--- src/rtl/adc082s021_emu_if.sv ---
// adc082s021_emu_if: SPI link between an ADC master and the ADC082S021 responder
//   ss   - chip select, active low (master -> device)
//   sclk - serial clock, CPOL=1 (master -> device)
//   mosi - control bits, MSB first (master -> device)
//   miso - sample bits, MSB first (device -> master)
interface adc082s021_emu_if;
    logic ss;
    logic sclk;
    logic mosi;
    logic miso;
    modport master (output ss, sclk, mosi, input miso);
    modport slave  (input ss, sclk, mosi, output miso);
endinterface

--- src/rtl/adc082s021_emu.sv ---
// adc082s021_emu: oversampled ADC082S021 SPI frame responder with one-frame channel pipelining
//   clk        - system clock, at least 8x sclk
//   n_reset    - asynchronous active-low reset
//   spi        - ss/sclk/mosi in, miso out (slave modport)
//   ch0_data   - sample returned when channel 0 is selected
//   ch1_data   - sample returned when channel 1 is selected
//   rx_ctrl    - control byte of the last complete frame
//   sample_ch  - channel of the current or most recent frame
//   busy       - frame in progress
//   frame_done - one-clk pulse on a complete frame
//   frame_err  - one-clk pulse on an aborted frame
module adc082s021_emu #(
    parameter int SYNC = 2
) (
    input  logic             clk,
    input  logic             n_reset,
    adc082s021_emu_if.slave  spi,
    input  logic [7:0]       ch0_data,
    input  logic [7:0]       ch1_data,
    output logic [7:0]       rx_ctrl,
    output logic             sample_ch,
    output logic             busy,
    output logic             frame_done,
    output logic             frame_err
);
    typedef enum logic [1:0] {WAIT, IDLE, SHIFT, DONE} state_t;
    state_t state, state_n;
    logic [SYNC-1:0] ss_s, sclk_s, mosi_s;
    logic [SYNC:0] vld;
    logic ss_q, sclk_q, mosi_q, ss_p, sclk_p, mosi_p;
    logic ss_fe, ss_re, sck_re, sck_fe;
    logic [3:0] cnt;
    logic [7:0] ctrl;
    logic [15:0] tx;
    logic seen, next_ch;
    logic load, rx_sh, tx_sh, commit, abort, clr;

    assign ss_q = ss_s[SYNC-1];
    assign sclk_q = sclk_s[SYNC-1];
    assign mosi_q = mosi_s[SYNC-1];
    assign spi.miso = (state == SHIFT) & tx[15];

    // vld marks when the whole sync chain holds real pin samples, so a low ss
    // at reset release cannot masquerade as a falling edge.
    always_ff @(posedge clk or negedge n_reset) begin
        if (!n_reset) begin
            ss_s <= '1;
            sclk_s <= '1;
            mosi_s <= '0;
            vld <= '0;
            ss_p <= 1'b1;
            sclk_p <= 1'b1;
            mosi_p <= 1'b0;
            ss_fe <= 1'b0;
            ss_re <= 1'b0;
            sck_re <= 1'b0;
            sck_fe <= 1'b0;
        end else begin
            ss_s <= {ss_s[SYNC-2:0], spi.ss};
            sclk_s <= {sclk_s[SYNC-2:0], spi.sclk};
            mosi_s <= {mosi_s[SYNC-2:0], spi.mosi};
            vld <= {vld[SYNC-1:0], 1'b1};
            ss_p <= ss_q;
            sclk_p <= sclk_q;
            mosi_p <= mosi_q;
            ss_fe <= ss_p & ~ss_q;
            ss_re <= ~ss_p & ss_q;
            sck_re <= ~sclk_p & sclk_q;
            sck_fe <= sclk_p & ~sclk_q;
        end
    end

    always_ff @(posedge clk or negedge n_reset) begin
        if (!n_reset) state <= WAIT;
        else state <= state_n;
    end

    // ss edges take priority over sclk edges detected in the same clk.
    always_comb begin
        state_n = state;
        load = 1'b0;
        rx_sh = 1'b0;
        tx_sh = 1'b0;
        commit = 1'b0;
        abort = 1'b0;
        clr = 1'b0;
        case (state)
            WAIT: state_n = (ss_q && vld[SYNC]) ? IDLE : WAIT;
            IDLE: begin
                load = ss_fe;
                state_n = ss_fe ? SHIFT : IDLE;
            end
            SHIFT: begin
                abort = ss_re;
                rx_sh = !ss_re && sck_re;
                tx_sh = !ss_re && !sck_re && sck_fe && seen;
                commit = rx_sh && cnt == 4'd15;
                state_n = abort ? IDLE : commit ? DONE : SHIFT;
            end
            DONE: begin
                clr = ss_re;
                state_n = ss_re ? IDLE : DONE;
            end
            default: state_n = WAIT;
        endcase
    end

    // mosi_p lines up with the registered rising-edge detect.
    always_ff @(posedge clk or negedge n_reset) begin
        if (!n_reset) begin
            tx <= '0;
            cnt <= '0;
            ctrl <= '0;
            seen <= 1'b0;
            rx_ctrl <= '0;
            next_ch <= 1'b0;
            sample_ch <= 1'b0;
            busy <= 1'b0;
            frame_done <= 1'b0;
            frame_err <= 1'b0;
        end else begin
            frame_done <= commit;
            frame_err <= abort;
            if (load) begin
                tx <= {4'h0, next_ch ? ch1_data : ch0_data, 4'h0};
                sample_ch <= next_ch;
                cnt <= '0;
                seen <= 1'b0;
                busy <= 1'b1;
            end
            if (rx_sh) begin
                cnt <= cnt + 4'd1;
                seen <= 1'b1;
                ctrl <= cnt[3] ? ctrl : {ctrl[6:0], mosi_p};
            end
            if (tx_sh) tx <= {tx[14:0], 1'b0};
            if (commit) begin
                rx_ctrl <= ctrl;
                next_ch <= ctrl[3];
            end
            if (abort || clr) busy <= 1'b0;
        end
    end
endmodule

--- src/flat_wrapper.sv ---
// flat-port wrapper written by rule: the top's interface ports become plain ports
module adc082s021_emu_flat 
#(
    parameter int SYNC = 2
)
  (clk, n_reset, ch0_data, ch1_data, rx_ctrl, sample_ch, busy, frame_done, frame_err, spi_ss, spi_sclk, spi_mosi, spi_miso);
  adc082s021_emu_if spi_i ();
  input  logic clk;
  input  logic n_reset;
  input  logic [7:0] ch0_data;
  input  logic [7:0] ch1_data;
  output logic [7:0] rx_ctrl;
  output logic sample_ch;
  output logic busy;
  output logic frame_done;
  output logic frame_err;
  input wire logic [$bits(spi_i.ss)-1:0] spi_ss;
  input wire logic [$bits(spi_i.sclk)-1:0] spi_sclk;
  input wire logic [$bits(spi_i.mosi)-1:0] spi_mosi;
  output wire logic [$bits(spi_i.miso)-1:0] spi_miso;
  assign spi_i.ss = spi_ss;
  assign spi_i.sclk = spi_sclk;
  assign spi_i.mosi = spi_mosi;
  assign spi_miso = spi_i.miso;
  adc082s021_emu #(.SYNC(SYNC)) u_core (.clk(clk), .n_reset(n_reset), .spi(spi_i), .ch0_data(ch0_data), .ch1_data(ch1_data), .rx_ctrl(rx_ctrl), .sample_ch(sample_ch), .busy(busy), .frame_done(frame_done), .frame_err(frame_err));
endmodule
--- config.mk ---
export PLATFORM = sky130hd
export DESIGN_NAME = adc082s021_emu_flat
export DESIGN_NICKNAME = d
export VERILOG_FILES = /design/src/rtl/adc082s021_emu_if.sv /design/src/rtl/adc082s021_emu.sv /design/src/flat_wrapper.sv
export SDC_FILE = /design/constraint.sdc
export NUM_CORES = 1
export LEC_CHECK = 0
export CORE_MARGIN = 10
export CORE_UTILIZATION = 40
export CTS_CLUSTER_DIAMETER = 40
export DETAILED_ROUTE_END_ITERATION = 6
export GPL_ROUTABILITY_DRIVEN = 1
export SLEW_MARGIN = 15
export SYNTH_ARGS = -nofsm -noshare
export SYNTH_HDL_FRONTEND = slang
export SYNTH_SLANG_ARGS = --single-unit
export TNS_END_PERCENT = 30
--- constraint.sdc ---
create_clock -name clk -period 1.5 [get_ports clk]
set_clock_uncertainty 0.15 [all_clocks]
set_input_delay 0.15 -clock clk [delete_from_list [all_inputs] [get_ports clk]]
set_output_delay 0.15 -clock clk [all_outputs]
set_load 0.01 [all_outputs]
Yosys cells after proc, flatten, opt, wreduce, memory -nomap -nowiden. Cells that the tools add are included.

Output and inout bits: 13. Logic and storage cells: 72. Flip-flop bits (word level): 60.

Eq/ne operators: 4. Bitwise logic cells: 10. Reductions and logical operators: 14. Mux-type cells: 21. Add/subtract/negate cells: 1.

Operator list (count): 16-bit 2-to-1 mux (2); 1-bit 2-to-1 mux (12); 4-bit 2-to-1 mux (2); 8-bit 2-to-1 mux (1); 2-bit case mux with 4 select lines (1); 1-bit logical AND (6); 2-bit 2-to-1 mux (3); 2-bit nonzero test (3); 1-bit bitwise AND (5); 1-bit NOT (5); 4-bit by 1-bit adder with 4-bit output, second input constant (1); 2-bit == test, second input constant (2); 4-bit == test, second input constant (1); 2-bit by 1-bit == test with 1-bit output, second input constant (1); 1-bit zero test (2); 2-bit zero test (1); 2-bit AND reduction (1); 1-bit logical OR (1).

Longest topological paths before layout.
Word-level depth: 6. Depth in mapped cells: 5.

Worst setup path before layout. Ideal clock, no wire load.

Path kind: reg2reg. Start: reg u_core.state[0]. End: reg u_core.rx_ctrl[0]. Data required time: 1.225 ns. Path buffers: 2. Slack: -0.118 ns. Cell stages (with the launch flop): 6. Period minus slack after synthesis: 1.618 ns. Arrival: 1.343 ns. Setup time: 0.125 ns. Cells stage by stage: dfrtp_1 > buf_6 > nand4bb_1 > buf_4 > nor2_8 > mux2_2.

Word-level cells in the longest chain between the ends: 2.

RTL lines: start: declaration (line adc082s021_emu.sv:27) `state_t state, state_n;`; start signal: assignment (line adc082s021_emu.sv:75) `else state <= state_n;`; 2-bit == test (line adc082s021_emu.sv:87) `case (state)`; 1-bit 2-to-1 mux (line adc082s021_emu.sv:87); named net u_core.commit (line adc082s021_emu.sv:36) `logic load, rx_sh, tx_sh, commit, abort, clr;`; end signal: assignment (line adc082s021_emu.sv:138) `rx_ctrl <= ctrl;`; end: declaration (line adc082s021_emu.sv:20) `output logic [7:0] rx_ctrl,`.

The timed path passes the listed nets, and every way through them passes these cells. A chain may end at the register's enable or synchronous reset.

Worst setup path after layout.
Start: reg u_core.state[0]. End: reg u_core.rx_ctrl[7].

Same word-level chain as after synthesis.

==> run metrics <==
clock share of power=a little over a quarter; largest cells by area after synthesis=dfrtp_1 56%, mux2_2 8.3%, dfstp_2 7.2%, mux2i_1 4.1%, nand2_1 2.8%; antenna violations before repair=0; area delta synth->final=35.2%; Clock Path Buffers=2; Syn Nets=roughly 180; WL final=between 4 and 5 mm; share of layout cells above drive strength 1=about a third; most common cell in the netlist=dfrtp_1; I/O Buffers=33; Synth Register Bits=55; Max-Cap Viols=0; R2R Path End=u_core.rx_ctrl[7]$_DFFE_PN0P_; TritonCTS clock tree=done; pre-CTS WS=-0.168 ns; nets=244; final instance area=approximately 2900 um^2; Switch Pwr=about 0.0009 W; Seq/Total Area, Yosys=around 63%; Sink Count=55; number of flops mapped to enable cells by yosys=0; Die W=93.8 um; hold_sp=spi_sclk; largest net degree at the start of global routing=56; GRT Total Usage=between 10% and 20%; critical path class=register to register; worst skew pair latency=0.31 ns; Reg area=between 1000 and 1500 um^2; vias in the first global route=1,601; I/O Pins=34; CP arrival=1.64 ns; synthesized area per cell=between 10 and 15 um^2; Net Sw Frac=roughly a quarter; cell count after synthesis=around 160; DPL Wire Length=~3.1 mm; CP Max Fanout=5; Initial DRT Pass Iterations=4; core area=around 5200 um^2; Worst Hold End=u_core.sclk_s[0]$_DFF_PN1_; Startpoint Class=register; period utilization=107%; failing checks=setup timing; Yosys warnings=0; reg2reg start=u_core.state[0]$_DFF_PN0_; Mapped Area=2180 um^2; CP endpoint kind=register; Synth top cells by count=49 x dfrtp_1, 16 x mux2_2, 16 x nand2_1; largest area contributor in the netlist=dfrtp_1; std cell rows=26; die area=between 8000 and 9000 um^2; fin. max-slew vios=0; Die Span Y=~94 um; count of final setup violators=30; Reg power frac=between 50% and 60%; Comb power frac=between 20 and 25%; DR iter-0 viols=47; Distinct cells, synth=30; Min-Delay Path Class=input pin to register; top_reg_cell synth=dfrtp_1; Hold Vio Cnt, Final=0; Post-DP Area=between 2000 and 3000 um^2; # fillers=approximately 450; area of the multi-input gates=805 um^2; Post-synth ARST share=100%; min cycle time layout=between 1.5 and 2 ns; CTS root buffer=clkbuf_8; Int Power=about 0.0026 W; Initial Util=41.9%; R2R depth=4; routed vias/inst=about 5; placed insts=about 280; via count=about 1,400; Synth top area share=56.2%; post-route ant nets=0; R2R setup slack=-0.10 ns; VDD IR-drop max=0.000637 V; GPL Wtd Cong=0.749; H-tree Lvls=2; Max Clock Freq=~0.62 GHz; mean routed wirelength per cell=15.2 um; diode count=0; PnR worst setup slack=-0.100 ns; Worst Hold Depth=1; total CTS buffers=5; Crit path required time=~1.5 ns; Finished Layout Cells=293; status=finished, violations left; first-pass GRT wire length=7.60 mm; remaining global-route overflow=0; CTS clk-pin slew, worst paths=0.10 ns; P_leak=roughly 1.4 nW; DR DRC count=0; RSZ-0062 raised after global routing=yes; pwr dens=1200 nW/um^2
-- what timing repair did --
| action | 4_1_cts | 5_1_grt |
|---|---|---|
| pin swaps | 5 | 3 |
| resized for setup | 33 | 4 |
| setup buffers | 6 | 1 |
| endpoints found under the setup margin | 41 | 32 |
| cloned | 1 | 0 |
| hold endpoints to repair | 55 | 0 |
| hold buffers | 1 | 0 |
-- per-stage QoR --
stage / hold slack [ns] / util [%] / setup TNS, ns / power, W
2_1_floorplan: -0.296 / - / -1.23 / 0.00222
3_3_place_gp: 0.0122 / 52.0 / -1.33 / 0.00250
3_5_place_dp: 0.0193 / 52.0 / -3.09 / 0.00254
4_1_cts: 0.0879 / 56.3 / -2.18 / 0.00355
5_1_grt: 0.0929 / 56.7 / -4.50 / 0.00374
6_report: 0.102 / 56.7 / -2.04 / 0.00354
-- kinds of logic (layout without fill, tap and decap cells) --
group,after synthesis,after routing,synth area share (%)
fa+ha+maj,1,1,0.574
buf+inv,8,71,2.87
compound gates,16,16,5.85
other cells,1,1,0.172
flops,55,55,63.5
mux,25,25,12.4
simple gates,53,54,14.7
-- layer usage --
layer	share of wire, %	GRT usage [%]
met1	43	12.3
met2	50	18.2
met4	1.3	3.92
met3	5.3	4.00
met5	0	0
-- cell usage in the layout (no fill, tap or decap), types with 2 or more instances in the layout --
cell / synthesis / layout
mux2_4: 0 / 8
nand3b_1: 3 / 3
nor3b_1: 2 / 2
a221o_1: 5 / 5
mux2_2: 16 / 8
nand2_1: 16 / 16
nor2b_1: 4 / 4
clkbuf_8: 0 / 5
dlygate4sd2_1: 0 / 11
o21ai_1: 0 / 4
dfrtp_1: 49 / 49
a221o_2: 2 / 2
nor2_1: 10 / 10
clkbuf_1: 0 / 2
buf_6: 3 / 4
dfstp_2: 6 / 6
clkdlybuf4s50_1: 0 / 19
o21ai_0: 6 / 2
nor2_8: 2 / 2
mux2i_1: 9 / 9
buf_4: 2 / 23
nand3_1: 9 / 8
-- critical path, cell delays in order (launching register included) --
cell,delay [ns]
dfrtp_1,0.43
nand4bb_1,0.22
buf_6,0.18
nor2_8,0.17
mux2_4,0.32
-- power groups by stage --
stage / clock, W / combinational [W] / sequential [W]
detailed placement: 0 / 0.000648 / 0.00189
global route: 0.00105 / 0.000803 / 0.00189
floorplan: 0 / 0.000372 / 0.00185
global placement: 0 / 0.000627 / 0.00187
CTS: 0.000987 / 0.000711 / 0.00185
finish: 0.000954 / 0.000729 / 0.00186
-- worst max-delay path by stage --
stage	from	to	slack, ns	cells after the start
final	u_core.state[0]$_DFF_PN0_	u_core.rx_ctrl[7]$_DFFE_PN0P_	-0.10	4
after global routing	u_core.state[0]$_DFF_PN0_	u_core.state[0]$_DFF_PN0_	-0.19	6
after CTS	u_core.state[0]$_DFF_PN0_	u_core.tx[5]$_DFFE_PN0P_	-0.1	4
after detailed placement	u_core.cnt[1]$_DFFE_PN0P_	u_core.rx_ctrl[7]$_DFFE_PN0P_	-0.17	4
after global placement	u_core.state[1]$_DFF_PN0_	spi_miso	-0.12	3
after floorplan	u_core.state[0]$_DFF_PN0_	u_core.rx_ctrl[0]$_DFFE_PN0P_	-0.08	5
-- flip-flops by register name, indices dropped and copies added (netlist names) --
| signal | flops |
|---|---|
| u_core.ctrl | 8 |
| u_core.ss_re | 1 |
| u_core.sck_fe | 1 |
| u_core.mosi_p | 1 |
| u_core.sclk_s | 2 |
| u_core.seen | 1 |
| u_core.frame_err | 1 |
| u_core.sample_ch | 1 |
| u_core.rx_ctrl | 8 |
| u_core.tx | 12 |
| u_core.frame_done | 1 |
| u_core.busy | 1 |
| u_core.ss_p | 1 |
| u_core.vld | 3 |
| u_core.state | 2 |
| u_core.ss_fe | 1 |
| u_core.sck_re | 1 |
| u_core.ss_s | 2 |
| u_core.mosi_s | 2 |
| u_core.sclk_p | 1 |
| u_core.cnt | 4 |
-- layout make-up --
| class | instances | area share [%] |
|---|---|---|
| Clock buffer | 7 | 2.59 |
| Clock inverter | 1 | 1.02 |
| Inverter | 1 | 0.127 |
| Multi-Input combinational cell | 97 | 27.3 |
| Sequential cell | 55 | 46.9 |
| Tap cell | 70 | 2.97 |
| Timing Repair Buffer | 62 | 19.1 |
Power figures use the tool's default switching activity.
